$ cat config.mk
export PLATFORM = sky130hd
export DESIGN_NAME = dmem_arbiter
export DESIGN_NICKNAME = d
export VERILOG_FILES = /design/src/rtl/dmem_arb_pkg.sv /design/src/rtl/dmem_arbiter.sv
export SDC_FILE = /design/constraint.sdc
export NUM_CORES = 1
export LEC_CHECK = 0
export CORE_AREA = 2 2 116 118
export CTS_CLUSTER_SIZE = 25
export DETAILED_ROUTE_END_ITERATION = 10
export DIE_AREA = 0 0 118 120
export PLACE_DENSITY = 0.65
export RECOVER_POWER = 25
export REMOVE_ABC_BUFFERS = 1
export SLEW_MARGIN = 20
export SYNTH_ARGS = -nofsm -noshare
export SYNTH_HDL_FRONTEND = slang
export SYNTH_SLANG_ARGS = --single-unit
$ cat constraint.sdc
create_clock -name clk -period 3.4 [get_ports clk]
set_input_delay 0.85 -clock clk [delete_from_list [all_inputs] [get_ports clk]]
set_output_delay 0.85 -clock clk [all_outputs]
set_load 0.02 [all_outputs]
$ cat src/rtl/dmem_arb_pkg.sv
// Shared types for the data-memory arbiter between the CPU memory stage and a host port.
package dmem_arb_pkg;

    typedef enum logic {
        RUN  = 1'b0,
        HOLD = 1'b1
    } arb_state_t;

    typedef enum logic [1:0] {
        GNT_NONE = 2'd0,
        GNT_CPU  = 2'd1,
        GNT_HOST = 2'd2
    } grant_t;

endpackage

$ cat src/rtl/dmem_arbiter.sv
// Single-port data memory arbiter: CPU has zero-latency priority, a starvation
// counter guarantees host progress, and HOLD hands the memory to the host outright.
//
//   state | meaning
//   ------+---------------------------------------------------------------
//   RUN   | CPU-priority arbitration; host wins after MAX_WAIT lost conflicts
//   HOLD  | host owns the memory; any CPU request is stalled
module dmem_arbiter
    import dmem_arb_pkg::*;
#(
    parameter int ADDR_W   = 32,
    parameter int DATA_W   = 32,
    parameter int MAX_WAIT = 4
) (
    input  logic              clk,
    input  logic              rst,
    input  logic              cpu_req,
    input  logic              cpu_we,
    input  logic [ADDR_W-1:0] cpu_addr,
    input  logic [DATA_W-1:0] cpu_wdata,
    output logic [DATA_W-1:0] cpu_rdata,
    output logic              cpu_stall,
    input  logic              host_valid,
    input  logic              host_we,
    input  logic [ADDR_W-1:0] host_addr,
    input  logic [DATA_W-1:0] host_wdata,
    output logic              host_ready,
    output logic              host_rvalid,
    output logic [DATA_W-1:0] host_rdata,
    input  logic              host_hold,
    output logic              hold_ack,
    output logic              mem_we,
    output logic [ADDR_W-1:0] mem_addr,
    output logic [DATA_W-1:0] mem_wdata,
    input  logic [DATA_W-1:0] mem_rdata
);

    localparam int WAIT_W = (MAX_WAIT < 1) ? 1 : $clog2(MAX_WAIT + 1);
    localparam logic [WAIT_W-1:0] WAIT_LIMIT = WAIT_W'(MAX_WAIT);

    arb_state_t        state, state_nxt;
    grant_t            grant;
    logic [WAIT_W-1:0] wait_cnt, wait_cnt_nxt;

    always_ff @(posedge clk or negedge rst) begin
        if (!rst) begin
            state       <= RUN;
            wait_cnt    <= '0;
            host_rvalid <= 1'b0;
            host_rdata  <= '0;
        end else begin
            state       <= state_nxt;
            wait_cnt    <= wait_cnt_nxt;
            host_rvalid <= host_ready && !host_we;
            if (host_ready && !host_we) begin
                host_rdata <= mem_rdata;
            end
        end
    end

    always_comb begin
        state_nxt    = state;
        grant        = GNT_NONE;
        wait_cnt_nxt = '0;

        case (state)
            RUN: begin
                if (host_hold) begin
                    state_nxt = HOLD;
                end
                if (cpu_req && host_valid) begin
                    if (wait_cnt == WAIT_LIMIT) begin
                        grant = GNT_HOST;
                    end else begin
                        grant        = GNT_CPU;
                        wait_cnt_nxt = wait_cnt + WAIT_W'(1);
                    end
                end else if (cpu_req) begin
                    grant = GNT_CPU;
                end else if (host_valid) begin
                    grant = GNT_HOST;
                end
            end
            HOLD: begin
                if (!host_hold) begin
                    state_nxt = RUN;
                end
                if (host_valid) begin
                    grant = GNT_HOST;
                end
            end
            default: state_nxt = RUN;
        endcase

        // Reset blocks every grant so no write can land while rst is low.
        if (!rst) begin
            grant = GNT_NONE;
        end
    end

    always_comb begin
        mem_we     = 1'b0;
        mem_addr   = cpu_addr;
        mem_wdata  = cpu_wdata;
        host_ready = 1'b0;
        cpu_rdata  = mem_rdata;
        case (grant)
            GNT_CPU: begin
                mem_we = cpu_we;
            end
            GNT_HOST: begin
                mem_we     = host_we;
                mem_addr   = host_addr;
                mem_wdata  = host_wdata;
                host_ready = 1'b1;
            end
            default: ;
        endcase
        cpu_stall = rst && cpu_req && (grant != GNT_CPU);
    end

    assign hold_ack = (state == HOLD);

endmodule

# [Word-level counts from Yosys, hierarchy flattened]
# Index checks and enable logic that the tools add are counted.
[totals] reg_bits=37 inputBits=167 word_cells=29 output_inout_bits=133
[classes] n_bitwise=1 n_eq_ne=4 n_mux=14 reduce_logical=5 n_addsub=1
[ops] operator="$mux 32" n=2
[ops] operator="$mux 2" n=5
[ops] operator="$mux 3" n=3
[ops] operator="$logic_and 1x1->1" n=4
[ops] operator="$pmux 2 s2" n=1
[ops] operator="$add 3x1->3 const B" n=1
[ops] operator="$eq 3x3->1 const B" n=1
[ops] operator="$eq 2x1->1 const B" n=1
[ops] operator="$eq 2x2->1 const B" n=1
[ops] operator="$mux 1" n=2
[ops] operator="$ne 2x1->1 const B" n=1
[ops] operator="$pmux 1 s2" n=1
[ops] operator="$logic_not 1->1" n=1
[ops] operator="$not 1->1" n=1

# [Logic depth before layout (Yosys ltp)]
# Gate-level depths: netlist of the first run.
[depth] word_depth=8 ltp_mapped=9 depth_no_buf=7

# [Least setup slack after synthesis of the first run]
# Ideal clock, no wire load.
[synth_timing] path_kind="input to output" from="input port cpu_req" to="output port mem_addr[0]" n_path_buf=2 t_required_ns=2.550 slack_ns=0.351 arrival_time_ns=2.199 stages=6 cell_sequence="inv_1 > o311a_1 > ha_1 > buf_2 > buf_4 > mux2_2"
[synth_via] elab_chain_cells=6 word_cells_on_any_way=7 classes_between="1 x eq/ne; 5 x mux; 1 x reduce/logical"
[synth_lines] element="from (decl)" line="dmem_arbiter.sv:17" text="input logic cpu_req,"
[synth_lines] element="$mux 2 or $logic_and 1x1->1 (tied branches)" line="dmem_arbiter.sv:78, dmem_arbiter.sv:71"
[synth_lines] element="$mux 2 *" line="dmem_arbiter.sv:71" text="if (cpu_req && host_valid) begin"
[synth_lines] element="$pmux 2 s2 *" line="dmem_arbiter.sv:66" text="case (state)"
[synth_lines] element="$mux 2 *" line="dmem_arbiter.sv:96" text="if (!rst) begin"
[synth_lines] element="$eq 2x2->1 *" line="dmem_arbiter.sv:107" text="case (grant)"
[synth_lines] element="$mux 32 *" line="dmem_arbiter.sv:107"
[synth_lines] element="to (decl)" line="dmem_arbiter.sv:33" text="output logic [ADDR_W-1:0] mem_addr,"
# Every way passes the cells marked *; elsewhere a longest branch is shown, timed or not.

# [Worst setup path after layout of the first run]
[layout_timing] from="input port cpu_req" to="output port mem_addr[25]"
# Same word-level chain as after synthesis.

==> flow_metrics.py, run 1 <==
metrics = {
    "status": {
        "outcome": "finished with violations",
        "violations": "capacitance limit, slew limit",
    },
    "synthesis": {
        "synth_top_cell_area_share_pct": 35.3,
        "synthAdderAreaFrac_pct": 1.91,
        "synth_top_area_cell": "dfrtp_1",
        "netlist_area_um2": 2620,
        "syn_avg_cell_area_um2": 13.1,
        "muxShareOfSynthArea_pct": 45.4,
        "synthSimpleGateAreaFrac_pct": 2.38,
        "synth_cells": 200,
        "netlist-cell-type-count": 22,
        "synthTopCellsByArea": "dfrtp_1, mux2_2, mux2_4, buf_4, ha_1",
        "synth_xor_xnor_area_share_pct": 0,
        "ys_seq_area_share_pct": 35.3,
        "synth_compound_area_share_pct": 1.81,
        "ys_warn_count": 0,
        "ys_seq_elements": 37,
        "synth_top_family_by_area": "multiplexers",
    },
    "routing": {
        "dr.pass1.iters": 4,
        "antenna_left": 0,
        "drtIter0Drc": 73,
        "wl_per_cell_um": 18.1,
        "totalWireLength_um": 11700,
        "viasPerCell": 4.09,
        "vias": 2658,
        "remaining_drc_errors": 0,
    },
    "job": {
        "cap_violations": 1,
    },
    "critical_path": {
        "crit_buf_inv": 3,
        "reg2reg_from": "wait_cnt[0]",
        "reg2regPathDepth": 9,
        "worstSetupEndpointType": "output pin",
        "max_stage_delay_ns": 0.31,
        "critical_path.endpoint": "mem_addr[25]",
        "r2r_end": "host_rdata[6]",
        "cp_slowest_cell": "a211o_1",
        "crit_fanout": 16,
        "cp_cell_sequence": "dlygate4sd2_1 > nand2_1 > a211o_1 > ha_4 > bufbuf_16 > mux2_2 > buf_2",
        "crit_arrival_ns": 2.46,
        "cp_num_cells": 7,
        "required_ns": 2.55,
        "critical_path_class": "in2out",
        "worstSetupStartpointType": "input port",
        "cp-startpoint": "cpu_req",
        "crit_family": "buffers and inverters",
        "rrSetupSlack_ns": 0.99,
    },
    "timing": {
        "final-setup-viol-count": 0,
        "min_period_over_period_pct": 97.4,
        "maxSlewViolCount": 38,
        "slew_headroom_pct": -37.3,
        "tightestPinTransition_ns": 2.06,
        "fin_worst_skew_ns": 0.00327,
        "hold_viol": 0,
        "fin_crit_ns": 3.31,
        "max_freq_mhz": 302,
        "rsz0062_at_grt": "false",
    },
    "global_route": {
        "gr-total-overflow": 0,
        "grt_usage_pct": 16.3,
        "grt_pass1_vias": 3040,
        "grt_pass1_wl_um": 17800,
        "grt_max_degree": 38,
        "antenna_found_initial": 0,
    },
    "clocking": {
        "cts-root-buf": "clkbuf_16",
        "htree_levels": 2,
        "cts_made_buffers": 5,
        "cts_tree": "done",
        "clkLatencyLatePin_ns": 0.28,
        "clock-sinks": 37,
        "clkTransAtPathRegs_ns": 0.06,
        "cts_max_path_buffers": 2,
    },
    "layout": {
        "layout_common_cells": "clkdlybuf4s50_1, mux2_2, dfrtp_1",
        "layout.nets": 644,
        "drive_gt1_share_pct": 33.8,
        "layout_commonest_cell": "clkdlybuf4s50_1",
        "layout-area-overhead-vs-synth_pct": 120,
        "final_area_um2": 5770,
        "finalCoreUtilization_pct": 44.4,
        "antenna_cells": 0,
    },
    "die": {
        "ios": 300,
        "core_um2": 13000,
        "start_util_pct": 20.2,
        "die_area_um2": 14200,
        "num_rows": 42,
        "fp.dieW_um": 118,
        "die_h_um": 120,
    },
    "pwr": {
        "ir_worst_vdd_mv": 0.351,
        "p_leak_nw": 2.34,
        "powerDensity_nw_per_um2": 371,
    },
    "placement": {
        "hpwlAfterDp_um": 9340,
        "place_area_um2": 5590,
        "gp_congestion": 0.836,
        "portBuffers": 299,
    },
    "worst_hold_path": {
        "hold_path.class": "reg2reg",
    },
}
==> state kept, by name (all words and copies together), names as in the netlist <==
signal,cells
wait_cnt,3
host_rvalid,1
host_rdata,32
hold_ack,1
==> per-stage QoR <==
step / TNS, ns / std cells / hold WS (ns) / power [mW] / setup slack, ns
after floorplan: -77.27 / 157 / 0.441 / 1.00 / -0.973
after global placement: -31.67 / 640 / 0.453 / 1.63 / -0.545
after detailed placement: -32.46 / 640 / 0.467 / 1.64 / -0.551
after CTS: 0 / 649 / 0.476 / 2.19 / 0.000923
after global routing: 0 / 650 / 0.472 / 2.25 / 0.0138
final: 0 / 650 / 0.460 / 2.14 / 0.0872
==> repair_timing <==
action                                 in CTS  in global routing
endpoints found under the hold margin       0                  0
gates resized for setup                   190                  7
cloned                                      1                  0
setup endpoints to repair                  67                  8
hold buffers                                0                  0
buffers inserted                            0                  1
pin swaps                                   2                  0
==> power breakdown <==
part	switching, mW	total (mW)	internal, mW
Clock	0.179	0.545	0.366
Sequential	0.0543	0.586	0.532
Combinational	0.422	1.01	0.588
==> final cells by class <==
cell class	count	area, um^2
Clock buffer	7	143
Clock inverter	1	30.0
Fill cell	1259	7210
Inverter	4	15.0
Multi-Input combinational cell	116	1360
Sequential cell	37	926
Tap cell	176	220
Timing Repair Buffer	309	3070
==> worst min path at each step <==
stage          cells past startpoint          end         from  slack [ns]
4_1_cts                            1  wait_cnt[0]  wait_cnt[0]        0.48
2_1_floorplan                      1  wait_cnt[0]  wait_cnt[0]        0.44
3_5_place_dp                       1  wait_cnt[0]  wait_cnt[0]        0.47
3_3_place_gp                       1  wait_cnt[0]  wait_cnt[0]        0.45
6_report                           1  wait_cnt[0]  wait_cnt[0]        0.46
5_1_grt                            1  wait_cnt[0]  wait_cnt[0]        0.47
==> metal layers <==
metal / track usage, % / vias to the layer above / routed length [um]
met5: 0 / - / 0
met2: 28.4 / 168 / 5780
met3: 5.42 / 14 / 1050
li1: - / 1226 / -
met4: 5.35 / 0 / 231
met1: 18.7 / 1250 / 4690
==> logic make-up after synthesis <==
family                     Yosys count
buffers and inverters               47
DFF                                 37
adders and majority gates            4
muxes                               96
AOI/OAI and AO/OA                    6
and+or+nand+nor                     10
==> synthesized netlist by cell type <==
master	n
mux2_2	67
buf_4	37
dfrtp_1	37
mux2_4	29
buf_6	4
ha_1	4
inv_1	4
nor2_1	3
buf_2	2
a211o_1	1
a211oi_1	1
a21oi_1	1
a22oi_1	1
and2_1	1
nand2_1	1
nand2b_1	1
nand3b_1	1
nor2b_4	1
nor3_1	1
o311a_1	1
o311ai_0	1
or3b_2	1
==> worst reg2reg max path: cells and delay by family (launching register included) <==
kind	cells	cell delay (ns)
adder cells (fa/ha/maj)	2	0.36
AND/OR/NAND/NOR	2	0.38
multiplexers	1	0.41
buffers and inverters	3	0.52
flip-flops	1	0.39
AO/OA/AOI/OAI	1	0.23
No activity file was read; power rests on OpenSTA's default activity.
==> inputs of run 2 (changes only) <==
- ABC_AREA: not set -> 1
==> flow_metrics.py, run 2 <==
metrics = {
    "routing": {
        "totalWireLength_um": 12600,
        "vias": 3569,
        "dr.pass1.iters": 5,
        "remaining_drc_errors": 0,
        "viasPerCell": 4.16,
        "wl_per_cell_um": 14.7,
        "drtIter0Drc": 152,
        "antenna_left": 0,
    },
    "synthesis": {
        "synthAdderAreaFrac_pct": 1.96,
        "synth_top_area_cell": "nand2_1",
        "synthSimpleGateAreaFrac_pct": 45.2,
        "async_flop_share_pct": 100,
        "netlist-cell-type-count": 14,
        "ys_seq_area_share_pct": 36.3,
        "syn_avg_cell_area_um2": 6.21,
        "ys_seq_elements": 37,
        "synth_top_family_by_area": "simple AND/OR/NAND/NOR gates",
        "ys_top_cells_by_count": "nand2_1, buf_4, dfrtp_1",
        "synth_top_cell_area_share_pct": 43.9,
        "synth_xor_xnor_area_share_pct": 0.344,
        "synth_most_common_cell": "nand2_1",
        "synth_compound_area_share_pct": 0.589,
        "synthTopCellsByArea": "nand2_1, dfrtp_1, buf_4, buf_2, ha_1",
        "synth_cells": 410,
        "muxShareOfSynthArea_pct": 0,
        "netlist_area_um2": 2550,
        "ys_warn_count": 0,
        "synth-edff-count": 0,
        "synth_ff_type": "dfrtp_1",
    },
    "layout": {
        "antenna_cells": 0,
        "layout.nets": 852,
        "layout_commonest_cell": "nand2_1",
        "layout-area-overhead-vs-synth_pct": 115,
        "finalCoreUtilization_pct": 42.2,
        "regMostFlops": "host_rdata",
        "drive_gt1_share_pct": 12.9,
        "largest_reg_flops": 32,
        "reg_top3": "host_rdata (32), wait_cnt (3)",
        "layout_common_cells": "nand2_1, clkdlybuf4s50_1, clkbuf_2",
    },
    "critical_path": {
        "worstSetupStartpointType": "input port",
        "critical_path_class": "in2out",
        "crit_fanout": 15,
        "rrSetupSlack_ns": 1.31,
        "reg2reg_from": "wait_cnt[0]",
        "crit_arrival_ns": 2.43,
        "reg2regPathDepth": 13,
        "r2r_end": "host_rdata[0]",
        "required_ns": 2.55,
        "worstSetupEndpointType": "output pin",
    },
    "die": {
        "ios": 300,
        "fp.dieW_um": 118,
        "die_area_um2": 14200,
        "core_um2": 13000,
        "num_rows": 42,
        "start_util_pct": 19.6,
        "die_h_um": 120,
    },
    "pwr": {
        "powerDensity_nw_per_um2": 349,
        "p_total_mw": 1.91,
        "ir_worst_vdd_mv": 0.344,
        "p_leak_nw": 2.79,
    },
    "worst_hold_path": {
        "hold_path_end": "wait_cnt[0]",
        "hold_path_depth": 1,
        "hold_path.class": "reg2reg",
        "min_from": "wait_cnt[0]",
    },
    "timing": {
        "rsz0062_at_grt": "false",
        "hold_viol": 0,
        "fin_crit_ns": 3.28,
        "hold_slack_ns": 0.465,
        "maxSlewViolCount": 35,
        "min_period_over_period_pct": 96.5,
        "fin_worst_skew_ns": 0.00408,
        "tightestPinTransition_ns": 1.81,
        "final-setup-viol-count": 0,
        "max_freq_mhz": 305,
        "slew_headroom_pct": -21.0,
    },
    "clocking": {
        "clock-sinks": 37,
        "htree_levels": 2,
        "cts_hold_buffers": 0,
        "cts_made_buffers": 5,
        "cts_tree": "done",
        "cts_max_path_buffers": 2,
        "cts-root-buf": "clkbuf_16",
        "clkTransAtPathRegs_ns": 0.05,
        "clkLatencyLatePin_ns": 0.28,
    },
    "status": {
        "outcome": "finished with violations",
        "violations": "capacitance limit, slew limit",
    },
    "placement": {
        "portBuffers": 299,
        "gp_congestion": 0.948,
        "hpwlAfterDp_um": 9890,
    },
    "global_route": {
        "grt_pass1_vias": 3647,
        "grt_usage_pct": 17.1,
        "grt_max_degree": 35,
        "antenna_found_initial": 0,
        "gr-total-overflow": 0,
        "grt_pass1_wl_um": 19300,
    },
    "job": {
        "cap_violations": 1,
    },
}
[run 2: changes by cell type in the layout (fill, tap and decap cells not counted), moves of 18 or more]
cell,before,now
mux2_4,29,0
clkdlybuf4s15_2,29,0
nand2_1,1,298
clkdlybuf4s15_1,19,1
mux2_2,67,0
clkbuf_2,0,50
[run 2: area by class of cell]
| class | count | area, um^2 |
|---|---|---|
| inverter | 9 | 38.8 |
| sequential | 37 | 926 |
| fill | 1346 | 7500 |
| clock buffer | 6 | 129 |
| timing repair buffer | 315 | 2930 |
| tap | 176 | 220 |
| multi-input combinational | 313 | 1230 |
| clock inverter | 2 | 10.0 |
[run 2: power breakdown]
| group | switching (mW) | internal [mW] | leakage, nW |
|---|---|---|---|
| Sequential | 0.0417 | 0.516 | 0.467 |
| Combinational | 0.460 | 0.453 | 2.26 |
| Clock | 0.170 | 0.269 | 0.0706 |
[run 2: metal layers]
metal | up-vias | GRT usage, % | share of wire (%)
met1 | 1598 | 21.7 | 42
met3 | 14 | 4.94 | 10
li1 | 1731 | - | -
met5 | - | 0 | 0
met4 | 0 | 4.29 | 1.5
met2 | 226 | 28.7 | 46
[run 2: worst max path at each step]
| stage | startpoint | end | depth (start not counted) |
|---|---|---|---|
| 6_report | host_valid | mem_addr[27] | 11 |
| 5_1_grt | host_valid | mem_addr[27] | 11 |
| 4_1_cts | host_valid | mem_wdata[27] | 10 |
| 3_5_place_dp | host_valid | mem_wdata[6] | 10 |
| 3_3_place_gp | host_valid | mem_addr[29] | 10 |
| 2_1_floorplan | cpu_req | mem_addr[0] | 7 |
[run 2: stage by stage]
step,setup TNS [ns],instances,area (um^2),worst slack [ns]
detailed placement,-28.00,846,5530,-0.492
floorplan,-74.24,359,2190,-0.979
global placement,-27.61,846,5530,-0.493
CTS,0,857,5700,0.00203
global route,0,858,5480,0.00363
finish,0,858,5480,0.119
[run 2: what timing repair did]
action	in CTS	in global routing
setup endpoints to repair	66	58
setup buffers	1	1
gates resized for setup	113	93
gates cloned	2	0
pin swaps	1	0
[run 2: cells by family after synthesis]
family,Yosys count
compound gates,3
simple gates,305
buf+inv,60
flops,37
fa+ha+maj,4
xor+xnor,1
[run 2: critical path, cell delays in order]
cell and delay, ns:
dlygate4sd2_1 0.26, nand2_1 0.09, nor2_1 0.14, a21oi_1 0.08
ha_2 0.21, buf_12 0.13, inv_6 0.09, buf_16 0.15
nand2_1 0.06, nand2_1 0.06, clkdlybuf4s15_1 0.31
==> inputs of run 3 (changes only) <==
- SKIP_LAST_GASP: not set -> 1
==> flow_metrics.py, run 3 (synthesis results as in run 2) <==
metrics = {
    "clocking": {
        "cts_made_buffers": 5,
        "cts_max_path_buffers": 2,
        "cts_tree": "done",
        "clkTransAtPathRegs_ns": 0.06,
        "cts-root-buf": "clkbuf_16",
        "clkLatencyLatePin_ns": 0.28,
        "htree_levels": 2,
        "clock-sinks": 37,
    },
    "layout": {
        "layout.cells.non_filler": 858,
        "layout_common_cells": "nand2_1, clkdlybuf4s50_1, clkbuf_2",
        "layout-area-overhead-vs-synth_pct": 115,
        "nFillCells": 1345,
        "layout.nets": 852,
        "largest_reg_flops": 32,
        "antenna_cells": 0,
        "layout_commonest_cell": "nand2_1",
        "reg_top3": "host_rdata (32), wait_cnt (3)",
        "drive_gt1_share_pct": 12.8,
        "regMostFlops": "host_rdata",
        "final_area_um2": 5480,
    },
    "placement": {
        "place_area_um2": 5530,
        "gp_congestion": 0.948,
        "hpwlAfterDp_um": 9890,
        "dp_cells": 846,
        "portBuffers": 299,
    },
    "die": {
        "fp.dieW_um": 118,
        "num_rows": 42,
        "ios": 300,
        "core_um2": 13000,
        "die_area_um2": 14200,
        "die_h_um": 120,
        "start_util_pct": 19.6,
    },
    "timing": {
        "min_period_over_period_pct": 99.2,
        "tightestPinTransition_ns": 1.81,
        "final-setup-viol-count": 0,
        "setup_tns_ns": 0,
        "fin_crit_ns": 3.37,
        "maxSlewViolCount": 35,
        "slew_headroom_pct": -20.7,
        "hold_viol": 0,
        "fin_worst_skew_ns": 0.00228,
        "rsz0062_at_grt": "true",
        "max_freq_mhz": 296,
    },
    "pwr": {
        "powerDensity_nw_per_um2": 349,
        "p_total_mw": 1.91,
        "ir_worst_vdd_mv": 0.344,
        "p_leak_nw": 2.79,
    },
    "critical_path": {
        "worstSetupStartpointType": "input port",
        "required_ns": 2.55,
        "crit_fanout": 17,
        "critical_path_class": "in2out",
        "crit_arrival_ns": 2.52,
        "worstSetupEndpointType": "output pin",
    },
    "routing": {
        "viasPerCell": 4.16,
        "dr.pass1.iters": 5,
        "wl_per_cell_um": 14.7,
        "antenna_left": 0,
        "remaining_drc_errors": 0,
        "totalWireLength_um": 12700,
        "drtIter0Drc": 160,
        "vias": 3571,
    },
    "status": {
        "violations": "capacitance limit, slew limit",
        "outcome": "finished with violations",
    },
    "global_route": {
        "grt_max_degree": 35,
        "antenna_found_initial": 0,
        "grt_pass1_vias": 3647,
        "gr-total-overflow": 0,
        "grt_pass1_wl_um": 19300,
        "grt_usage_pct": 17.1,
    },
    "job": {
        "cap_violations": 1,
    },
    "worst_hold_path": {
        "hold_path.class": "reg2reg",
    },
}
[run 3: cell count changes in the layout (fill, tap and decap cells not counted)]
cell	previous run	this run
buf_4	8	9
clkbuf_2	50	49
clkbuf_4	2	1
clkdlybuf4s15_1	1	2
[run 3: layer usage]
metal	up-vias	global-route usage, %	part of all wire (%)
met2	227	28.7	46
met5	-	0	0
li1	1730	-	-
met4	0	4.29	1.6
met1	1599	21.7	42
met3	15	4.94	10
[run 3: through the flow]
step | hold WS, ns | setup WS (ns) | utilization [%]
after floorplan | 0.430 | -0.979 | -
after global placement | 0.437 | -0.493 | 42.6
after detailed placement | 0.461 | -0.492 | 42.6
after CTS | 0.469 | 0.00203 | 43.9
after global routing | 0.484 | -0.0879 | 42.2
final | 0.466 | 0.0264 | 42.2
[run 3: power by group]
group,switching [mW],internal (mW),total (mW)
Combinational,0.460,0.454,0.914
Sequential,0.0416,0.516,0.558
Clock,0.172,0.269,0.441
Total,0.674,1.24,1.91
[run 3: repair_timing]
item,in CTS,in global routing
pin swaps,1,0
hold buffers,0,0
setup buffers,1,1
cloned,2,0
gates resized for setup,113,92
endpoints found under the setup margin,66,58
[run 3: path summary, 6_finish.rpt]
kind	from	endpoint	slack [ns]	cells past startpoint
worst max-delay path	host_valid	mem_wdata[31]	0.03	10
worst min-delay path	wait_cnt[0]	wait_cnt[0]	0.47	1
worst max register to register	wait_cnt[0]	host_rdata[0]	1.31	13
worst min register to register	wait_cnt[0]	wait_cnt[0]	0.47	1
max in group asynchronous	rst	host_rdata[21]	1.06	2
min in group asynchronous	rst	wait_cnt[0]	0.59	2
[run 3: final cells by class]
| type | instances | area [um^2] | area share (%) |
|---|---|---|---|
| repair buffers | 315 | 2930 | 53.5 |
| clock buffers | 6 | 129 | 2.35 |
| well taps | 176 | 220 | 4.02 |
| multi-input cells | 313 | 1230 | 22.4 |
| clock inverters | 2 | 10.0 | 0.183 |
| inverters | 9 | 38.8 | 0.707 |
| flip-flops and latches | 37 | 926 | 16.9 |
[run 3: worst max-delay path, cell delays in order]
cell and delay, ns:
dlygate4sd2_1 0.27, nand2_1 0.09, nor2_1 0.06, a21oi_1 0.13, ha_2 0.25, buf_12 0.13, bufbuf_16 0.28, nand2_1 0.06
nand2_1 0.07, clkdlybuf4s15_1 0.30
